### src/rtl/aib_axi_pkg.sv
// Shared types and defaults for the AIB link bring-up logic.
// Holds the state encoding, the parameter defaults and a small saturating-increment helper.
package aib_axi_pkg;

  localparam int NBR_CHNLS_DEF    = 24;
  localparam int ACTIVE_CHNLS_DEF = 1;
  localparam int RST_HOLD_CYC_DEF = 16;
  localparam int TIMEOUT_CYC_DEF  = 65535;
  localparam int MAX_RETRY_DEF    = 3;

  typedef enum logic [2:0] {
    ST_IDLE        = 3'd0,
    ST_WAIT_DETECT = 3'd1,
    ST_ADAPT_RST   = 3'd2,
    ST_WAIT_XFER   = 3'd3,
    ST_WAIT_ALIGN  = 3'd4,
    ST_LINK_UP     = 3'd5,
    ST_ERROR       = 3'd6
  } link_state_e;

  function automatic logic [1:0] sat_inc2(input logic [1:0] v);
    return (v == 2'd3) ? 2'd3 : v + 2'd1;
  endfunction

endpackage

### src/rtl/aib_sync2.sv
// Parameterized-width two-flop synchronizer for asynchronous status inputs.
// Both stages clear on reset so no stale status leaks into a new bring-up.
module aib_sync2 #(
  parameter int WIDTH = 1
) (
  input  logic             clk,
  input  logic             rst_n,
  input  logic [WIDTH-1:0] d,
  output logic [WIDTH-1:0] q
);

  logic [WIDTH-1:0] meta_r;

  // Two-stage capture of the asynchronous vector.
  always_ff @(posedge clk or negedge rst_n) begin
    if (!rst_n) begin
      meta_r <= '0;
      q      <= '0;
    end else begin
      meta_r <= d;
      q      <= meta_r;
    end
  end

endmodule

### src/rtl/aib_link_bringup_fsm.sv
// AIB link bring-up sequencer: adapter reset, transfer-enable and alignment handshakes,
// bounded retries, and a registered link_up that drives the AXI bridge online controls.
module aib_link_bringup_fsm
  import aib_axi_pkg::*;
#(
  parameter int NBR_CHNLS    = NBR_CHNLS_DEF,
  parameter int ACTIVE_CHNLS = ACTIVE_CHNLS_DEF,
  parameter int RST_HOLD_CYC = RST_HOLD_CYC_DEF,
  parameter int TIMEOUT_CYC  = TIMEOUT_CYC_DEF,
  parameter int MAX_RETRY    = MAX_RETRY_DEF
) (
  input  logic                 clk_wr,
  input  logic                 rst_wr_n,
  input  logic                 i_enable,
  input  logic                 i_conf_done,
  input  logic                 m_device_detect,
  input  logic [NBR_CHNLS-1:0] ms_tx_transfer_en,
  input  logic [NBR_CHNLS-1:0] sl_tx_transfer_en,
  input  logic [NBR_CHNLS-1:0] m_rx_align_done,
  input  logic [NBR_CHNLS-1:0] fs_mac_rdy,
  output logic [NBR_CHNLS-1:0] ns_adapter_rstn,
  output logic [NBR_CHNLS-1:0] ns_mac_rdy,
  output logic [NBR_CHNLS-1:0] sl_rx_dcc_dll_lock_req,
  output logic [NBR_CHNLS-1:0] sl_tx_dcc_dll_lock_req,
  output logic                 link_up,
  output logic                 link_err,
  output logic [2:0]           o_state,
  output logic [1:0]           o_retry_cnt
);

  localparam logic [NBR_CHNLS-1:0] ACT_MASK  = NBR_CHNLS'((64'd1 << ACTIVE_CHNLS) - 64'd1);
  localparam logic [15:0]          HOLD_LAST = 16'(RST_HOLD_CYC - 1);
  localparam logic [15:0]          TO_LAST   = 16'(TIMEOUT_CYC - 1);
  localparam logic [1:0]           RETRY_LIM = 2'(MAX_RETRY);

  logic                 detect_s;
  logic [NBR_CHNLS-1:0] ms_xfer_s, sl_xfer_s, align_s, rdy_s;
  logic                 xfer_up_s, align_up_s, rdy_up_s;
  logic                 unused_s;

  link_state_e          state_r, state_nxt;
  logic [15:0]          cnt_r, cnt_nxt;
  logic [1:0]           retry_r, retry_nxt;
  logic [NBR_CHNLS-1:0] ctrl_r, ctrl_nxt;
  logic                 link_up_r, link_err_r;
  logic                 fail_s;

  aib_sync2 #(.WIDTH(1))         u_sync_det   (.clk(clk_wr), .rst_n(rst_wr_n), .d(m_device_detect),   .q(detect_s));
  aib_sync2 #(.WIDTH(NBR_CHNLS)) u_sync_msx   (.clk(clk_wr), .rst_n(rst_wr_n), .d(ms_tx_transfer_en), .q(ms_xfer_s));
  aib_sync2 #(.WIDTH(NBR_CHNLS)) u_sync_slx   (.clk(clk_wr), .rst_n(rst_wr_n), .d(sl_tx_transfer_en), .q(sl_xfer_s));
  aib_sync2 #(.WIDTH(NBR_CHNLS)) u_sync_align (.clk(clk_wr), .rst_n(rst_wr_n), .d(m_rx_align_done),   .q(align_s));
  aib_sync2 #(.WIDTH(NBR_CHNLS)) u_sync_rdy   (.clk(clk_wr), .rst_n(rst_wr_n), .d(fs_mac_rdy),        .q(rdy_s));

  // Only the active channels take part; the inactive upper bits are deliberately ignored.
  assign xfer_up_s  = &(ms_xfer_s[ACTIVE_CHNLS-1:0]) & &(sl_xfer_s[ACTIVE_CHNLS-1:0]);
  assign align_up_s = &(align_s[ACTIVE_CHNLS-1:0]) & &(rdy_s[ACTIVE_CHNLS-1:0]);
  assign rdy_up_s   = &(rdy_s[ACTIVE_CHNLS-1:0]);
  assign unused_s   = &{1'b0, ms_xfer_s, sl_xfer_s, align_s, rdy_s};

  // Next-state, retry and registered-output decode.
  always_comb begin
    state_nxt = state_r;
    retry_nxt = retry_r;
    fail_s    = 1'b0;
    if (!i_enable) begin
      state_nxt = ST_IDLE;
    end else begin
      case (state_r)
        ST_IDLE:        if (i_conf_done) state_nxt = ST_WAIT_DETECT; else state_nxt = ST_IDLE;
        ST_WAIT_DETECT: if (detect_s) state_nxt = ST_ADAPT_RST; else state_nxt = ST_WAIT_DETECT;
        ST_ADAPT_RST:   if (cnt_r == HOLD_LAST) state_nxt = ST_WAIT_XFER; else state_nxt = ST_ADAPT_RST;
        // Success is tested before the timeout so a coincident success wins.
        ST_WAIT_XFER:   if (xfer_up_s) state_nxt = ST_WAIT_ALIGN; else if (cnt_r == TO_LAST) fail_s = 1'b1; else state_nxt = ST_WAIT_XFER;
        ST_WAIT_ALIGN:  if (align_up_s) state_nxt = ST_LINK_UP; else if (cnt_r == TO_LAST) fail_s = 1'b1; else state_nxt = ST_WAIT_ALIGN;
        ST_LINK_UP:     if (!(xfer_up_s && rdy_up_s)) fail_s = 1'b1; else state_nxt = ST_LINK_UP;
        ST_ERROR:       state_nxt = ST_ERROR;
        default:        state_nxt = ST_IDLE;
      endcase
      if (fail_s) begin
        retry_nxt = sat_inc2(retry_r);
        state_nxt = (retry_nxt == RETRY_LIM) ? ST_ERROR : ST_ADAPT_RST;
      end else begin
        retry_nxt = retry_r;
      end
    end

    if (state_nxt == ST_IDLE || state_nxt == ST_LINK_UP) begin
      retry_nxt = 2'd0;
    end else begin
      retry_nxt = retry_nxt;
    end

    if (state_nxt != state_r) begin
      cnt_nxt = 16'd0;
    end else if (cnt_r != 16'hFFFF) begin
      cnt_nxt = cnt_r + 16'd1;
    end else begin
      cnt_nxt = cnt_r;
    end

    if (state_nxt == ST_WAIT_XFER || state_nxt == ST_WAIT_ALIGN || state_nxt == ST_LINK_UP) begin
      ctrl_nxt = ACT_MASK;
    end else begin
      ctrl_nxt = '0;
    end
  end

  // State, counters and output registers.
  always_ff @(posedge clk_wr or negedge rst_wr_n) begin
    if (!rst_wr_n) begin
      state_r    <= ST_IDLE;
      cnt_r      <= 16'd0;
      retry_r    <= 2'd0;
      ctrl_r     <= '0;
      link_up_r  <= 1'b0;
      link_err_r <= 1'b0;
    end else begin
      state_r    <= state_nxt;
      cnt_r      <= cnt_nxt;
      retry_r    <= retry_nxt;
      ctrl_r     <= ctrl_nxt;
      link_up_r  <= (state_nxt == ST_LINK_UP);
      link_err_r <= (state_nxt == ST_ERROR);
    end
  end

  assign ns_adapter_rstn        = ctrl_r;
  assign ns_mac_rdy             = ctrl_r;
  assign sl_rx_dcc_dll_lock_req = ctrl_r;
  assign sl_tx_dcc_dll_lock_req = ctrl_r;
  assign link_up                = link_up_r;
  assign link_err               = link_err_r;
  assign o_state                = state_r;
  assign o_retry_cnt            = retry_r;

endmodule
### config.mk
export PLATFORM = sky130hd
export DESIGN_NAME = aib_link_bringup_fsm
export DESIGN_NICKNAME = d
export VERILOG_FILES = /design/src/rtl/aib_axi_pkg.sv /design/src/rtl/aib_sync2.sv /design/src/rtl/aib_link_bringup_fsm.sv
export SDC_FILE = /design/constraint.sdc
export NUM_CORES = 1
export LEC_CHECK = 0
export CAP_MARGIN = 20
export CORE_AREA = 2 2 79 81
export CTS_BUF_LIST = sky130_fd_sc_hd__clkbuf_4 sky130_fd_sc_hd__clkbuf_8
export DETAILED_ROUTE_END_ITERATION = 6
export DIE_AREA = 0 0 81 83
export DONT_BUFFER_PORTS = 1
export PLACE_DENSITY = 0.65
export SYNTH_ARGS = -nofsm -noshare
export SYNTH_HDL_FRONTEND = slang
export SYNTH_SLANG_ARGS = --single-unit
### constraint.sdc
create_clock -name clk_wr -period 2.9 [get_ports clk_wr]
set_input_delay 0.725 -clock clk_wr [delete_from_list [all_inputs] [get_ports clk_wr]]
set_output_delay 0.725 -clock clk_wr [all_outputs]
set_load 0.005 [all_outputs]
==> flow_summary.json <==
{
  "final_common_cell": "conb_1",
  "yosysUniqueCellTypes": 46,
  "synthArstFlopShare_pct": 100,
  "peakVddDrop_v": 0.000299,
  "cts_root_buf": "clkbuf_8",
  "maxSlewViolCount": 0,
  "critPathMaxFanout": 16,
  "placed_area_sq_um": 2090,
  "dp_cells": 325,
  "hold_viol": 0,
  "clk_pin_slew_worst_paths_ps": 70,
  "area_growth_pct": -8.88,
  "nFillCells": 592,
  "final_nets": 360,
  "num_rows": 28,
  "fin_crit_sh_pct": 80.8,
  "r2r_start": "o_state[1]$_DFF_PN0_",
  "grt_pass1_wl_um": 5700,
  "rsz0062_at_grt": "false",
  "core_area_sq_um": 5820,
  "synth-seq-cells": 34,
  "h-tree-depth": 2,
  "mostFrequentLayoutCells": "conb_1, dfrtp_1, nor2_1",
  "route.detailed.drc": 0,
  "initial_core_util_pct": 41.2,
  "io_pins": 204,
  "p_sw_mw": 0.284,
  "p_leak_nw": 1.07,
  "die_area_sq_um": 6720,
  "seq_area_sq_um": 851,
  "r2r_cells": 6,
  "clk_latency_ps": 290,
  "dieWidth_um": 81,
  "grt_use_total_pct": 11.1,
  "first_pass_iters": 4,
  "ys_seq_area_share_pct": 35.5,
  "yosysWarnings": 0,
  "hold_class": "in2async",
  "grt_max_degree": 35,
  "combPwrFrac_pct": 11.4,
  "fin_tns_setup_ps": 0,
  "multiInputGateArea_sq_um": 1120,
  "dp_hpwl_um": 2640,
  "viasPerCell": 4.41,
  "port_buffers": 0,
  "cp-start-kind": "flop",
  "rr_endpoint": "cnt_r[0]$_DFFE_PN0P_",
  "p_seq_share_pct": 52.7,
  "overflow": 0,
  "finalNonFillerCells": 333,
  "setup_viol": 0,
  "cts_buffer_depth": 2,
  "swShare_pct": 28.1,
  "layout-drive-gt1-share_pct": 5.81,
  "min_period_ps": 2340,
  "p_int_mw": 0.727,
  "routed-via-count": 1470,
  "drt_iter0_markers": 110,
  "avgSynthCellArea_sq_um": 9.25,
  "ys.flop_type": "dfrtp_1",
  "n_antenna_cell": 0,
  "cts_buffers": 5,
  "worstSetupPathType": "reg2reg",
  "antenna_found_initial": 0,
  "fin_area_sq_um": 2180,
  "power.density_nw_per_um2": 463,
  "cts_setup_buffers": 0,
  "synth-edff-count": 0,
  "grt_pass1_vias": 1224,
  "fmax_mhz": 427,
  "hold_buffers": 0,
  "worstMarginPinSlew_ps": 725,
  "routedWlPerCell_um": 10.6,
  "synthCells": 259,
  "r2r_slack_ps": 560,
  "drtAntennaViolNets": 0,
  "cts_tree": "done",
  "finalClockSkew_ps": 7.51,
  "gp_congestion": 0.798,
  "fp.dieH_um": 83,
  "netlist_area_sq_um": 2400,
  "arrival_ps": 2510,
  "required_ps": 3070,
  "crit_path_end_kind": "flop",
  "slew-limit-headroom_pct": 51.0,
  "status": "finished, final reports clean",
  "cts_resized": 0,
  "power_frac_clock_pct": 35.9,
  "drt-total-wl_um": 3530,
  "drv_cap": 0,
  "cts_sinks": 34
}
## registers in the layout (all words and copies together), names as in the netlist
| name | count |
|---|---|
| ns_adapter_rstn | 1 |
| u_sync_rdy.meta_r | 1 |
| link_err | 1 |
| u_sync_rdy.q | 1 |
| u_sync_msx.q | 1 |
| o_retry_cnt | 2 |
| o_state | 3 |
| cnt_r | 16 |
| u_sync_align.q | 1 |
| u_sync_msx.meta_r | 1 |
| u_sync_det.meta_r | 1 |
| u_sync_det.q | 1 |
| link_up | 1 |
| u_sync_slx.q | 1 |
| u_sync_slx.meta_r | 1 |
| u_sync_align.meta_r | 1 |
## metal layers
metal	global-route usage, %	part of all wire [%]	vias to the layer above
met3	4.02	9.2	6
met2	17.2	47	85
met1	13.6	41	700
li1	-	-	679
met5	0	0	-
met4	5.08	2.0	0
## through the flow
| stage | hold slack (ps) | util (%) | total power, mW | worst slack (ps) |
|---|---|---|---|---|
| 2_1_floorplan | 331 | - | 0.732 | 762 |
| 3_3_place_gp | 331 | 35.9 | 0.651 | 565 |
| 3_5_place_dp | 336 | 35.9 | 0.655 | 557 |
| 4_1_cts | 106 | 37.5 | 1.03 | 541 |
| 5_1_grt | 89.5 | 37.5 | 1.08 | 368 |
| 6_report | 119 | 37.5 | 1.01 | 556 |
## worst max path at each step
stage / end / cells past startpoint / from / slack, ps
after floorplan: cnt_r[2]$_DFFE_PN0P_ / 9 / o_state[0]$_DFF_PN0_ / 760
after detailed placement: cnt_r[1]$_DFFE_PN0P_ / 6 / o_state[0]$_DFF_PN0_ / 560
after global routing: cnt_r[3]$_DFFE_PN0P_ / 6 / o_state[0]$_DFF_PN0_ / 370
after global placement: cnt_r[1]$_DFFE_PN0P_ / 6 / o_state[0]$_DFF_PN0_ / 560
final: cnt_r[0]$_DFFE_PN0P_ / 6 / o_state[1]$_DFF_PN0_ / 560
after CTS: cnt_r[0]$_DFFE_PN0P_ / 6 / o_state[0]$_DFF_PN0_ / 540
## cell families after synthesis
group	after synthesis	synth area share [%]
adders and majority gates	2	1.04
and+or+nand+nor	70	16.2
xor gates and xnor gates	13	4.75
AOI/OAI and AO/OA	31	9.50
DFF	34	35.5
other	1	0.157
muxes	2	0.836
buffers and inverters	106	32.0
## power groups by stage
stage	logic (mW)	registers (mW)	clock network (mW)
finish	0.116	0.533	0.363
global route	0.140	0.537	0.402
CTS	0.114	0.533	0.381
detailed placement	0.113	0.542	0
global placement	0.110	0.541	0
floorplan	0.204	0.528	0
## critical path, cell delays in order, from the launching register on
cell and delay [ps]:
dfrtp_1 590, nand2_1 130, a2bb2oi_1 180, o41a_1 560, or3_4 450, nand4_4 210, nor2_1 90
## layout make-up
type / instances / area share, %
multi-input combinational: 210 / 51.3
sequential: 34 / 39.0
tap: 75 / 4.30
clock buffer: 6 / 3.78
inverter: 6 / 1.03
clock inverter: 2 / 0.573
## cells in the mapped netlist (2+ instances only)
library cell	instances	area [sq um]
nand3_1	15	75.1
buf_4	95	713
a21oi_1	4	20.0
nor3_1	3	15.0
inv_1	6	22.5
nor2b_1	3	18.8
and4_1	2	17.5
nand4_1	3	18.8
and3_1	4	25.0
mux2i_1	2	20.0
nand2_1	12	45.0
o21ai_0	9	45.0
xnor2_1	6	52.6
nor2_1	16	60.1
o211ai_1	2	15.0
a31o_2	2	17.5
buf_2	3	15.0
xor2_1	7	61.3
dfrtp_1	34	851
and2_1	3	18.8
ha_1	2	25.0
a211oi_1	2	15.0
(Power assumes the default switching activity.)
